--- config.mk ---
export PLATFORM = sky130hd
export DESIGN_NAME = booth_controller
export DESIGN_NICKNAME = d
export VERILOG_FILES = /design/src/rtl/booth_pkg.sv /design/src/rtl/booth_iter_counter.sv /design/src/rtl/booth_controller.sv
export SDC_FILE = /design/constraint.sdc
export NUM_CORES = 1
export LEC_CHECK = 0
export BUFFER_PORTS_ARGS = -buffer_cell sky130_fd_sc_hd__buf_4
export CAP_MARGIN = 20
export CORE_MARGIN = 5
export CORE_UTILIZATION = 30
export CTS_BUF_LIST = sky130_fd_sc_hd__clkbuf_4 sky130_fd_sc_hd__clkbuf_8
export CTS_CLUSTER_DIAMETER = 50
export DETAILED_ROUTE_END_ITERATION = 16
export GPL_TIMING_DRIVEN = 0
export SKIP_LAST_GASP = 1
export SLEW_MARGIN = 0
export SYNTH_ARGS = -nofsm -noshare
export SYNTH_HDL_FRONTEND = slang
export SYNTH_SLANG_ARGS = --single-unit
--- constraint.sdc ---
create_clock -name clk -period 1.4 [get_ports clk]
set_input_delay 0.14 -clock clk [delete_from_list [all_inputs] [get_ports clk]]
set_output_delay 0.14 -clock clk [all_outputs]
set_load 0.01 [all_outputs]
--- src/rtl/booth_pkg.sv ---
// rtl/booth_pkg.sv - shared types and constants for the radix-2 Booth controller
package booth_pkg;

  localparam int BOOTH_N     = 5;
  localparam int BOOTH_CNT_W = 3;

  // {X1,X0} decision pairs that require an ALU operation
  localparam logic [1:0] BOOTH_ADD = 2'b01;
  localparam logic [1:0] BOOTH_SUB = 2'b10;

  typedef enum logic [2:0] {
    ST_IDLE  = 3'd0,
    ST_LOAD  = 3'd1,
    ST_EVAL  = 3'd2,
    ST_SHIFT = 3'd3,
    ST_DONE  = 3'd4
  } state_e;

endpackage

--- src/rtl/booth_iter_counter.sv ---
// rtl/booth_iter_counter.sv - Booth iteration counter with terminal-count flag
module booth_iter_counter
  import booth_pkg::*;
#(
  parameter int N     = BOOTH_N,
  parameter int CNT_W = BOOTH_CNT_W
) (
  input  logic clk,
  input  logic rst_n,
  input  logic clr_i,
  input  logic en_i,
  output logic tc_o
);

  logic [CNT_W-1:0] cnt_q;

  // clear wins over enable; the controller never increments past N-1
  always_ff @(posedge clk or negedge rst_n) begin
    if (!rst_n) begin
      cnt_q <= '0;
    end else if (clr_i) begin
      cnt_q <= '0;
    end else if (en_i) begin
      cnt_q <= cnt_q + CNT_W'(1);
    end
  end

  assign tc_o = (cnt_q == CNT_W'(N - 1));

endmodule

--- src/rtl/booth_controller.sv ---
// rtl/booth_controller.sv - Moore sequencer for the radix-2 Booth multiplier datapath
module booth_controller
  import booth_pkg::*;
#(
  parameter int N     = BOOTH_N,
  parameter int CNT_W = BOOTH_CNT_W
) (
  input  logic clk,
  input  logic rst_n,
  input  logic start,
  input  logic X1,
  input  logic X0,
  output logic ld_X,
  output logic ld_Y,
  output logic ld_A,
  output logic ld_ff,
  output logic init_A,
  output logic init_ff,
  output logic add,
  output logic sub,
  output logic shift_x,
  output logic shift_a,
  output logic busy,
  output logic done
);

  state_e state_q;
  state_e state_d;
  logic   last_iter;

  booth_iter_counter #(
    .N     (N),
    .CNT_W (CNT_W)
  ) u_iter_counter (
    .clk   (clk),
    .rst_n (rst_n),
    .clr_i (state_q == ST_LOAD),
    .en_i  ((state_q == ST_SHIFT) && !last_iter),
    .tc_o  (last_iter)
  );

  // next-state: start only matters in IDLE, unused encodings fall back to IDLE
  always_comb begin
    state_d = ST_IDLE;
    case (state_q)
      ST_IDLE:  state_d = start ? ST_LOAD : ST_IDLE;
      ST_LOAD:  state_d = ST_EVAL;
      ST_EVAL:  state_d = ST_SHIFT;
      ST_SHIFT: state_d = last_iter ? ST_DONE : ST_EVAL;
      ST_DONE:  state_d = ST_IDLE;
      default:  state_d = ST_IDLE;
    endcase
  end

  // state register; reset forces IDLE so every strobe drops at once
  always_ff @(posedge clk or negedge rst_n) begin
    if (!rst_n) begin
      state_q <= ST_IDLE;
    end else begin
      state_q <= state_d;
    end
  end

  // strobe decode from state (and the Booth pair while in EVAL only)
  always_comb begin
    ld_X    = 1'b0;
    ld_Y    = 1'b0;
    ld_A    = 1'b0;
    ld_ff   = 1'b0;
    init_A  = 1'b0;
    init_ff = 1'b0;
    add     = 1'b0;
    sub     = 1'b0;
    shift_x = 1'b0;
    shift_a = 1'b0;
    busy    = 1'b0;
    done    = 1'b0;
    case (state_q)
      ST_LOAD: begin
        ld_X    = 1'b1;
        ld_Y    = 1'b1;
        init_A  = 1'b1;
        init_ff = 1'b1;
        busy    = 1'b1;
      end
      ST_EVAL: begin
        busy = 1'b1;
        if ({X1, X0} == BOOTH_ADD) begin
          add  = 1'b1;
          ld_A = 1'b1;
        end else if ({X1, X0} == BOOTH_SUB) begin
          sub  = 1'b1;
          ld_A = 1'b1;
        end
      end
      ST_SHIFT: begin
        shift_a = 1'b1;
        shift_x = 1'b1;
        ld_ff   = 1'b1;
        busy    = 1'b1;
      end
      ST_DONE: begin
        done = 1'b1;
        busy = 1'b1;
      end
      default: ;
    endcase
  end

endmodule

After elaboration in Yosys (flattened, before gate mapping)
Cells that the tools add are included.
{ "word_totals": {"in_bits": 5, "out_inout_bits": 12, "ff_bits": 6, "elab_cells": 31} }
{ "classes": {"add_sub_neg": 1, "n_eq_ne": 7, "n_reduce_logical": 5, "muxes": 16} }
{ "ops": {"columns": ["cell", "count"], "rows": [
  ["$mux W1", 12],
  ["$pmux W3 S4", 1],
  ["$mux W3", 3],
  ["$eq A3 B2 Y1 const B", 2],
  ["$eq A3 B3 Y1 const B", 2],
  ["$reduce_or A4 Y1", 1],
  ["$add A3 B1 Y3 const B", 1],
  ["$eq A3 B1 Y1 const B", 1],
  ["$logic_not A3 Y1", 1],
  ["$eq A2 B1 Y1 const B", 1],
  ["$eq A2 B2 Y1 const B", 1],
  ["$reduce_bool A2 Y1", 1],
  ["$logic_and A1 B1 Y1", 1],
  ["$logic_not A1 Y1", 1]
]} }

Depth between registers and ports, before layout
Gate-level depths: netlist of the first run.
{ "depth": {"ltp_word": 5, "mapped_depth": 5, "depth_no_buf": 5} }

By module
A second synthesis of the first run with hierarchy kept.
{ "hier_totals": {"hier_cells": 44, "area_unflattened_um2": 425.4} }
{ "by_module_without_submodules": {"columns": ["module", "instances", "cells_per_inst", "seq_area_each_um2", "area_each_um2"], "rows": [
  ["booth_controller", 1, 29, 75.1, 262.8],
  ["booth_iter_counter", 1, 15, 75.1, 162.7]
]} }

Worst setup path after synthesis of the first run
No wires, ideal clock.
{ "synth_timing": {"path_type": "reg-to-output", "from": "register state_q[2]", "to": "output init_ff", "n_path_buf": 1, "arrival_time_ns": 1.046, "slack_ns": 0.214, "path_stages_with_launch": 4, "required_ns": 1.260, "path_cell_list": "dfrtp_1 > nand2b_2 > nor2_1 > buf_4"} }
{ "synth_via": {"elab_chain_cells": 2} }
{ "synth_lines": {"columns": ["item", "line", "rtl"], "rows": [
  ["from (decl)", "booth_controller.sv:27", "state_e state_q;"],
  ["from (signal assigned)", "booth_controller.sv:60", "state_q <= state_d;"],
  ["$eq A3 B1 Y1", null, null],
  ["$mux W1", null, null],
  ["to (decl)", "booth_controller.sv:18", "output logic init_ff,"]
]} }
Every way passes these cells.

Worst setup path in the final report of the first run
{ "layout_timing": {"from": "register state_q[2]", "to": "output busy"} }
{ "layout_via": {"elab_chain_cells": 3, "elab_cells_between_ends": 6, "cone_classes": "eq/ne: 4; mux: 1; reduce/logical: 1"} }
{ "layout_lines": {"columns": ["item", "line", "rtl"], "rows": [
  ["$eq A3 B2 Y1, or another cell as far along", "booth_controller.sv:78", "case (state_q)"],
  ["$reduce_or A4 Y1 (no line) (*)", null, null],
  ["$mux W1 (*)", "booth_controller.sv:78", null],
  ["to (decl)", "booth_controller.sv:23", "output logic busy,"]
]} }
Mark *: on every way between the ends. The rest lies on a longest branch, timed or not.

==> results of run 1 <==
## registers in the layout, indices dropped and copies added, names as in the netlist
register / flops
state_q: 3
u_iter_counter.cnt_q: 3
## cells by family after synthesis
family / Yosys count / synth area share
AO/OA/AOI/OAI: 9 / 0.128
XOR/XNOR: 1 / 0.0204
adder cells (fa/ha/maj): 4 / 0.116
buffers and inverters: 11 / 0.157
flip-flops: 6 / 0.349
AND/OR/NAND/NOR: 16 / 0.230
## critical path: stages (launching register included)
cell	delay (ns)
dfrtp_1	0.39
buf_4	0.15
buf_4	0.14
xnor2_1	0.16
buf_4	0.15
## per-layer routing
layer	global-route usage	part of all wire	vias up	wire length, µm
met4	0.0645	0.020	0	21
met1	0.105	0.37	178	385
met2	0.140	0.51	13	530
met5	0	0	-	0
met3	0.0677	0.094	5	97
li1	-	-	203	-
## final timing paths
check                                        start                 endpoint  slack [ns]  depth (start not counted)
max                                     state_q[2]                     busy        0.02                          4
min                                          start               state_q[0]        0.09                          2
max reg2reg                u_iter_counter.cnt_q[0]  u_iter_counter.cnt_q[0]        0.23                          5
min reg2reg                u_iter_counter.cnt_q[0]  u_iter_counter.cnt_q[0]        0.50                          1
max in group asynchronous                    rst_n               state_q[0]        1.02                          2
min in group asynchronous                    rst_n  u_iter_counter.cnt_q[2]        0.23                          2
## metrics by stage
stage	cell area (µm²)	hold slack, ns	utilization	setup TNS, ns	power, mW
6_report	688	0.0944	0.516	0	1.52
4_1_cts	648	0.0862	0.486	-0.0340	1.41
3_3_place_gp	569	-0.0480	0.427	0	1.11
2_1_floorplan	430	-0.156	-	0	0.834
3_5_place_dp	569	-0.0450	0.427	0	1.12
5_1_grt	688	0.0812	0.516	-0.0863	1.64
## where the power goes
group          internal [mW]  leakage (nW)  total, mW  switching [mW]
clock network         0.0972        0.0138      0.164          0.0665
logic                  0.588         0.278       1.03           0.443
registers              0.253        0.0720      0.324          0.0706
total                  0.939         0.364       1.52           0.580
## cell type report
cell class / instances / area, µm² / area share
Multi-Input combinational cell: 30 / 238 / 0.345
Buffer: 6 / 48.8 / 0.0709
Timing Repair Buffer: 24 / 190 / 0.276
Sequential cell: 6 / 151 / 0.220
Tap cell: 15 / 18.8 / 0.0273
Clock buffer: 3 / 22.5 / 0.0327
Inverter: 5 / 18.8 / 0.0273
## what timing repair did
item	in CTS	in global routing
setup buffers	5	2
hold buffers	1	0
gates resized for setup	4	6
setup endpoints to repair	9	10
endpoints found under the hold margin	6	0
pin swaps	0	1
## placed cells by master (no fill, tap or decap), types with 2 or more instances in the layout
master / instances
nand2_1: 3
nor2_4: 2
o21ai_1: 3
inv_1: 5
and3_1: 2
ha_1: 4
clkbuf_4: 3
buf_6: 3
buf_4: 26
a21oi_1: 2
dfrtp_1: 5
o21ai_0: 2
==> impl_metrics.env, run 1 <==
export IMPL_outcome="completed"
export IMPL_grt_pass1_vias=328
export IMPL_setup_viol=0
export IMPL_cts_tree="done"
export IMPL_grt_max_degree=11
export IMPL_start_kind="flip-flop"
export IMPL_ys_ff_latch=6
export IMPL_cts_root_buf="clkbuf_4"
export IMPL_drt_iter0_markers=5
export IMPL_dp_hpwl_um=695
export IMPL_dieWidth_um=47.9
export IMPL_hold_viol=0
export IMPL_max_slew_margin=0.891
export IMPL_drt_pass1_iterations=6
export IMPL_yosysMostFrequentCell="dfrtp_1"
export IMPL_syn_nets=56
export IMPL_grt_use_total=0.0986
export IMPL_drv_cap=0
export IMPL_critPathKind="reg -> out"
export IMPL_core_mm2=0.00133
export IMPL_power_per_cell_area_mw_per_mm2=2210
export IMPL_drive_above_1_share=0.581
export IMPL_slew_violations=0
export IMPL_pre_cts_ws_ns=0.157
export IMPL_gp_congestion=0.665
export IMPL_ant_nets=0
export IMPL_worstMarginPinSlew_ns=0.164
export IMPL_synth_common_cells="dfrtp_1 (6), buf_4 (5), inv_1 (5)"
export IMPL_synth_top_cell_area_share=0.349
export IMPL_drc=0
export IMPL_synth_largest_area_cell="dfrtp_1"
export IMPL_portBuffers=16
export IMPL_min_path_type="in -> reg"
export IMPL_areaGrowthSynthToFinish_pct=59.9
export IMPL_wire_per_inst_um=11.6
export IMPL_peakVddDrop_mv=1.00
export IMPL_row_count=13
export IMPL_dr_total_vias=399
export IMPL_leakagePower_nw=0.364
export IMPL_synth_edff_count=0
export IMPL_setup_ws_ns=0.0191
export IMPL_stdcell_count=89
export IMPL_vias_per_cell=4.48
export IMPL_fmax_mhz=724
export IMPL_htree_levels=1
export IMPL_synth_cells=47
export IMPL_routed_wirelength_mm=1.03
export IMPL_antenna_found_initial=0
export IMPL_required_ns=1.26
export IMPL_synth_cell_types=20
export IMPL_grt_ovfl_total=0
export IMPL_nets=85
export IMPL_clkTransAtPathRegs_ns=0.05
export IMPL_yosys_top_cells_area="dfrtp_1 (35%), ha_1 (12%), buf_4 (8.7%), inv_1 (4.4%), o21ai_1 (3.5%)"
export IMPL_period_needed_ns=1.38
export IMPL_clock_sinks=6
export IMPL_endpoint_kind="output pin"
export IMPL_initial_core_util=0.323
export IMPL_nFillCells=129
export IMPL_worst_ep_arrival_time_ns=1.24
export IMPL_synth_seq_area_share=0.349
export IMPL_post_place_cells=78
export IMPL_finClkSkew_ns=0.00907
export IMPL_insertedDiodeCount=0
export IMPL_avgSynthCellArea_um2=9.16
export IMPL_synth_flop_cell="dfrtp_1"
export IMPL_synth_area_um2=430
export IMPL_post_route_period_util=0.986
export IMPL_yosys_warnings=0
export IMPL_rsz0062_at_grt="yes"
export IMPL_num_io_pins=17
export IMPL_clock_latency_ns=0.25
export IMPL_grt_pass1_wl_mm=1.43
export IMPL_synth_async_sr_flop_share=1.00
export IMPL_cts_path_max_buffers=2
export IMPL_cts_inserted_buffers=3
export IMPL_die_h_um=47.9
export IMPL_die_area_mm2=0.00229
export IMPL_critPathMaxFanout=3
Power figures use the tool's default switching activity.
==> run 2: changes to the inputs <==
--- a/config.mk
+++ b/config.mk
@@ -7,11 +7,11 @@
 export LEC_CHECK = 0
 export BUFFER_PORTS_ARGS = -buffer_cell sky130_fd_sc_hd__buf_4
 export CAP_MARGIN = 20
-export CORE_MARGIN = 5
-export CORE_UTILIZATION = 30
+export CORE_AREA = 5 5 42 44
 export CTS_BUF_LIST = sky130_fd_sc_hd__clkbuf_4 sky130_fd_sc_hd__clkbuf_8
 export CTS_CLUSTER_DIAMETER = 50
 export DETAILED_ROUTE_END_ITERATION = 16
+export DIE_AREA = 0 0 47 49
 export GPL_TIMING_DRIVEN = 0
 export SKIP_LAST_GASP = 1
 export SLEW_MARGIN = 0
==> run 2 against run 1 <==
Effect of this change:
- sequential cell count unchanged
- cell area down 3.5%
- cell count down 1.1%
- maximum frequency about the same
- via count down 2.5%
- clock power down 6%
- clock skew down 0.0033 ns
- combinational power down 7%
- wire length down 16%
- clock-buffer cell count unchanged
- die area up 0.48%
- sequential share of layout area up 0.79 points
==> impl_metrics.env, run 2 (same netlist as run 1, synthesis figures left out) <==
export IMPL_worstMarginPinSlew_ns=0.182
export IMPL_gp_congestion=0.702
export IMPL_ant_nets=0
export IMPL_largestRegisters="state_q: 3 flops, u_iter_counter.cnt_q: 3 flops"
export IMPL_cts_inserted_buffers=3
export IMPL_cts_tree="done"
export IMPL_r2r_start="u_iter_counter.cnt_q[0]"
export IMPL_peakVddDrop_mv=1.16
export IMPL_hold_viol=0
export IMPL_critPathKind="reg -> out"
export IMPL_core_mm2=0.00140
export IMPL_grt_pass1_vias=321
export IMPL_start_kind="flip-flop"
export IMPL_drv_cap=0
export IMPL_slowest_stage="dfrtp_1"
export IMPL_row_count=14
export IMPL_path_cells="buf_4 > nor2_2 > and3_1 > buf_4"
export IMPL_drt_pass1_iterations=4
export IMPL_period_needed_ns=1.38
export IMPL_wire_per_inst_um=9.92
export IMPL_dr_total_vias=389
export IMPL_cts_root_buf="clkbuf_4"
export IMPL_use_met1=0.0856
export IMPL_endpoint_kind="output pin"
export IMPL_vias_per_cell=4.42
export IMPL_drc=0
export IMPL_htree_levels=1
export IMPL_power_mw=1.44
export IMPL_dp_hpwl_um=660
export IMPL_finClkSkew_ns=0.00573
export IMPL_slew_violations=0
export IMPL_setup_viol=0
export IMPL_die_h_um=49
export IMPL_ff2ff_path_depth=5
export IMPL_fmax_mhz=723
export IMPL_max_slew_margin=0.879
export IMPL_holdPathEnd="state_q[0]"
export IMPL_worst_ep_arrival_time_ns=1.24
export IMPL_grt_max_degree=11
export IMPL_required_ns=1.26
export IMPL_areaGrowthSynthToFinish_pct=54.4
export IMPL_routed_wirelength_um=873
export IMPL_clock_latency_ns=0.24
export IMPL_portBuffers=16
export IMPL_power_per_cell_area_mw_per_mm2=2160
export IMPL_holdPathStages=2
export IMPL_path_buf_inv=2
export IMPL_nFillCells=133
export IMPL_worstHoldStart="start"
export IMPL_final_core_util=0.474
export IMPL_leakagePower_nw=0.351
export IMPL_outcome="completed"
export IMPL_met3_usage=0.0554
export IMPL_cts_path_max_buffers=2
export IMPL_post_route_period_util=0.987
export IMPL_use_met2=0.113
export IMPL_final_setup_tns_ns=0
export IMPL_r2r_setup_slack_ns=0.22
export IMPL_rsz0062_at_grt="yes"
export IMPL_mostFrequentLayoutCell="buf_4"
export IMPL_clock_sinks=6
export IMPL_insertedDiodeCount=0
export IMPL_critPathMaxFanout=4
export IMPL_grt_pass1_wl_mm=1.24
export IMPL_cpMostUsedCell="buf_4"
export IMPL_top_usage_layer="met2"
export IMPL_final_cell_mix="buf_4 (24), inv_1 (5), dfrtp_1 (5)"
export IMPL_clkTransAtPathRegs_ns=0.05
export IMPL_grt_use_total=0.0774
export IMPL_initial_core_util=0.307
export IMPL_reg2reg_to="u_iter_counter.cnt_q[0]"
export IMPL_critPathTopFamily="flip-flops"
export IMPL_nets=83
export IMPL_min_path_type="in -> reg"
export IMPL_drt_iter0_markers=9
export IMPL_die_area_mm2=0.00230
export IMPL_dieWidth_um=47
export IMPL_drive_above_1_share=0.569
export IMPL_antenna_found_initial=0
export IMPL_timing_hold_ws_ns=0.106
export IMPL_grt_ovfl_total=0
export IMPL_slowest_delay_ns=0.39
export IMPL_num_io_pins=17
[run 2: changes by cell type in the layout (fill, tap and decap cells not counted), sizes merged]
| cell | change |
|---|---|
| buf | -2 |
[run 2: report_power, final]
group | internal [mW] | switching, mW
combinational | 0.548 | 0.410
clock | 0.0966 | 0.0577
sequential | 0.253 | 0.0731
total | 0.897 | 0.541
[run 2: per-stage QoR]
stage	instance area [µm²]	setup slack (ns)	std cells
3_3_place_gp	571	0.167	79
5_1_grt	664	-0.0242	88
4_1_cts	633	-0.0167	86
3_5_place_dp	571	0.137	79
2_1_floorplan	430	0.214	47
6_report	664	0.0177	88
[run 2: worst max path at each step]
stage	end	startpoint	slack (ns)	cells past startpoint
2_1_floorplan	init_ff	state_q[2]	0.21	3
3_3_place_gp	shift_x	state_q[2]	0.17	4
3_5_place_dp	shift_a	state_q[2]	0.14	4
4_1_cts	add	state_q[2]	-0.02	4
5_1_grt	ld_A	state_q[2]	-0.02	5
6_report	add	state_q[2]	0.02	4
[run 2: cell type report]
class,instances,area [µm²],area share
Clock buffer,3,22.5,0.0339
Sequential cell,6,151,0.228
Inverter,5,18.8,0.0282
Buffer,6,48.8,0.0734
Multi-Input combinational cell,30,228,0.343
Timing Repair Buffer,22,175,0.264
Tap cell,16,20.0,0.0301
[run 2: worst register-to-register path, delay by kind of cell, from the launching register on]
family	cells	cell delay, ns
DFF	1	0.38
AOI/OAI and AO/OA	2	0.23
adders and majority gates	1	0.22
and+or+nand+nor	1	0.17
buffers and inverters	1	0.06
[run 2: layer usage]
| metal | wire length (µm) | up-vias |
|---|---|---|
| li1 | - | 198 |
| met1 | 365 | 173 |
| met2 | 412 | 18 |
| met3 | 95 | 0 |
| met4 | 0 | 0 |
| met5 | 0 | - |
[run 2: what timing repair did]
item,CTS,global route
hold endpoints to repair,6,0
pin swaps,1,0
setup endpoints to repair,9,9
hold buffers,1,0
buffers inserted,3,2
gates resized for setup,3,5
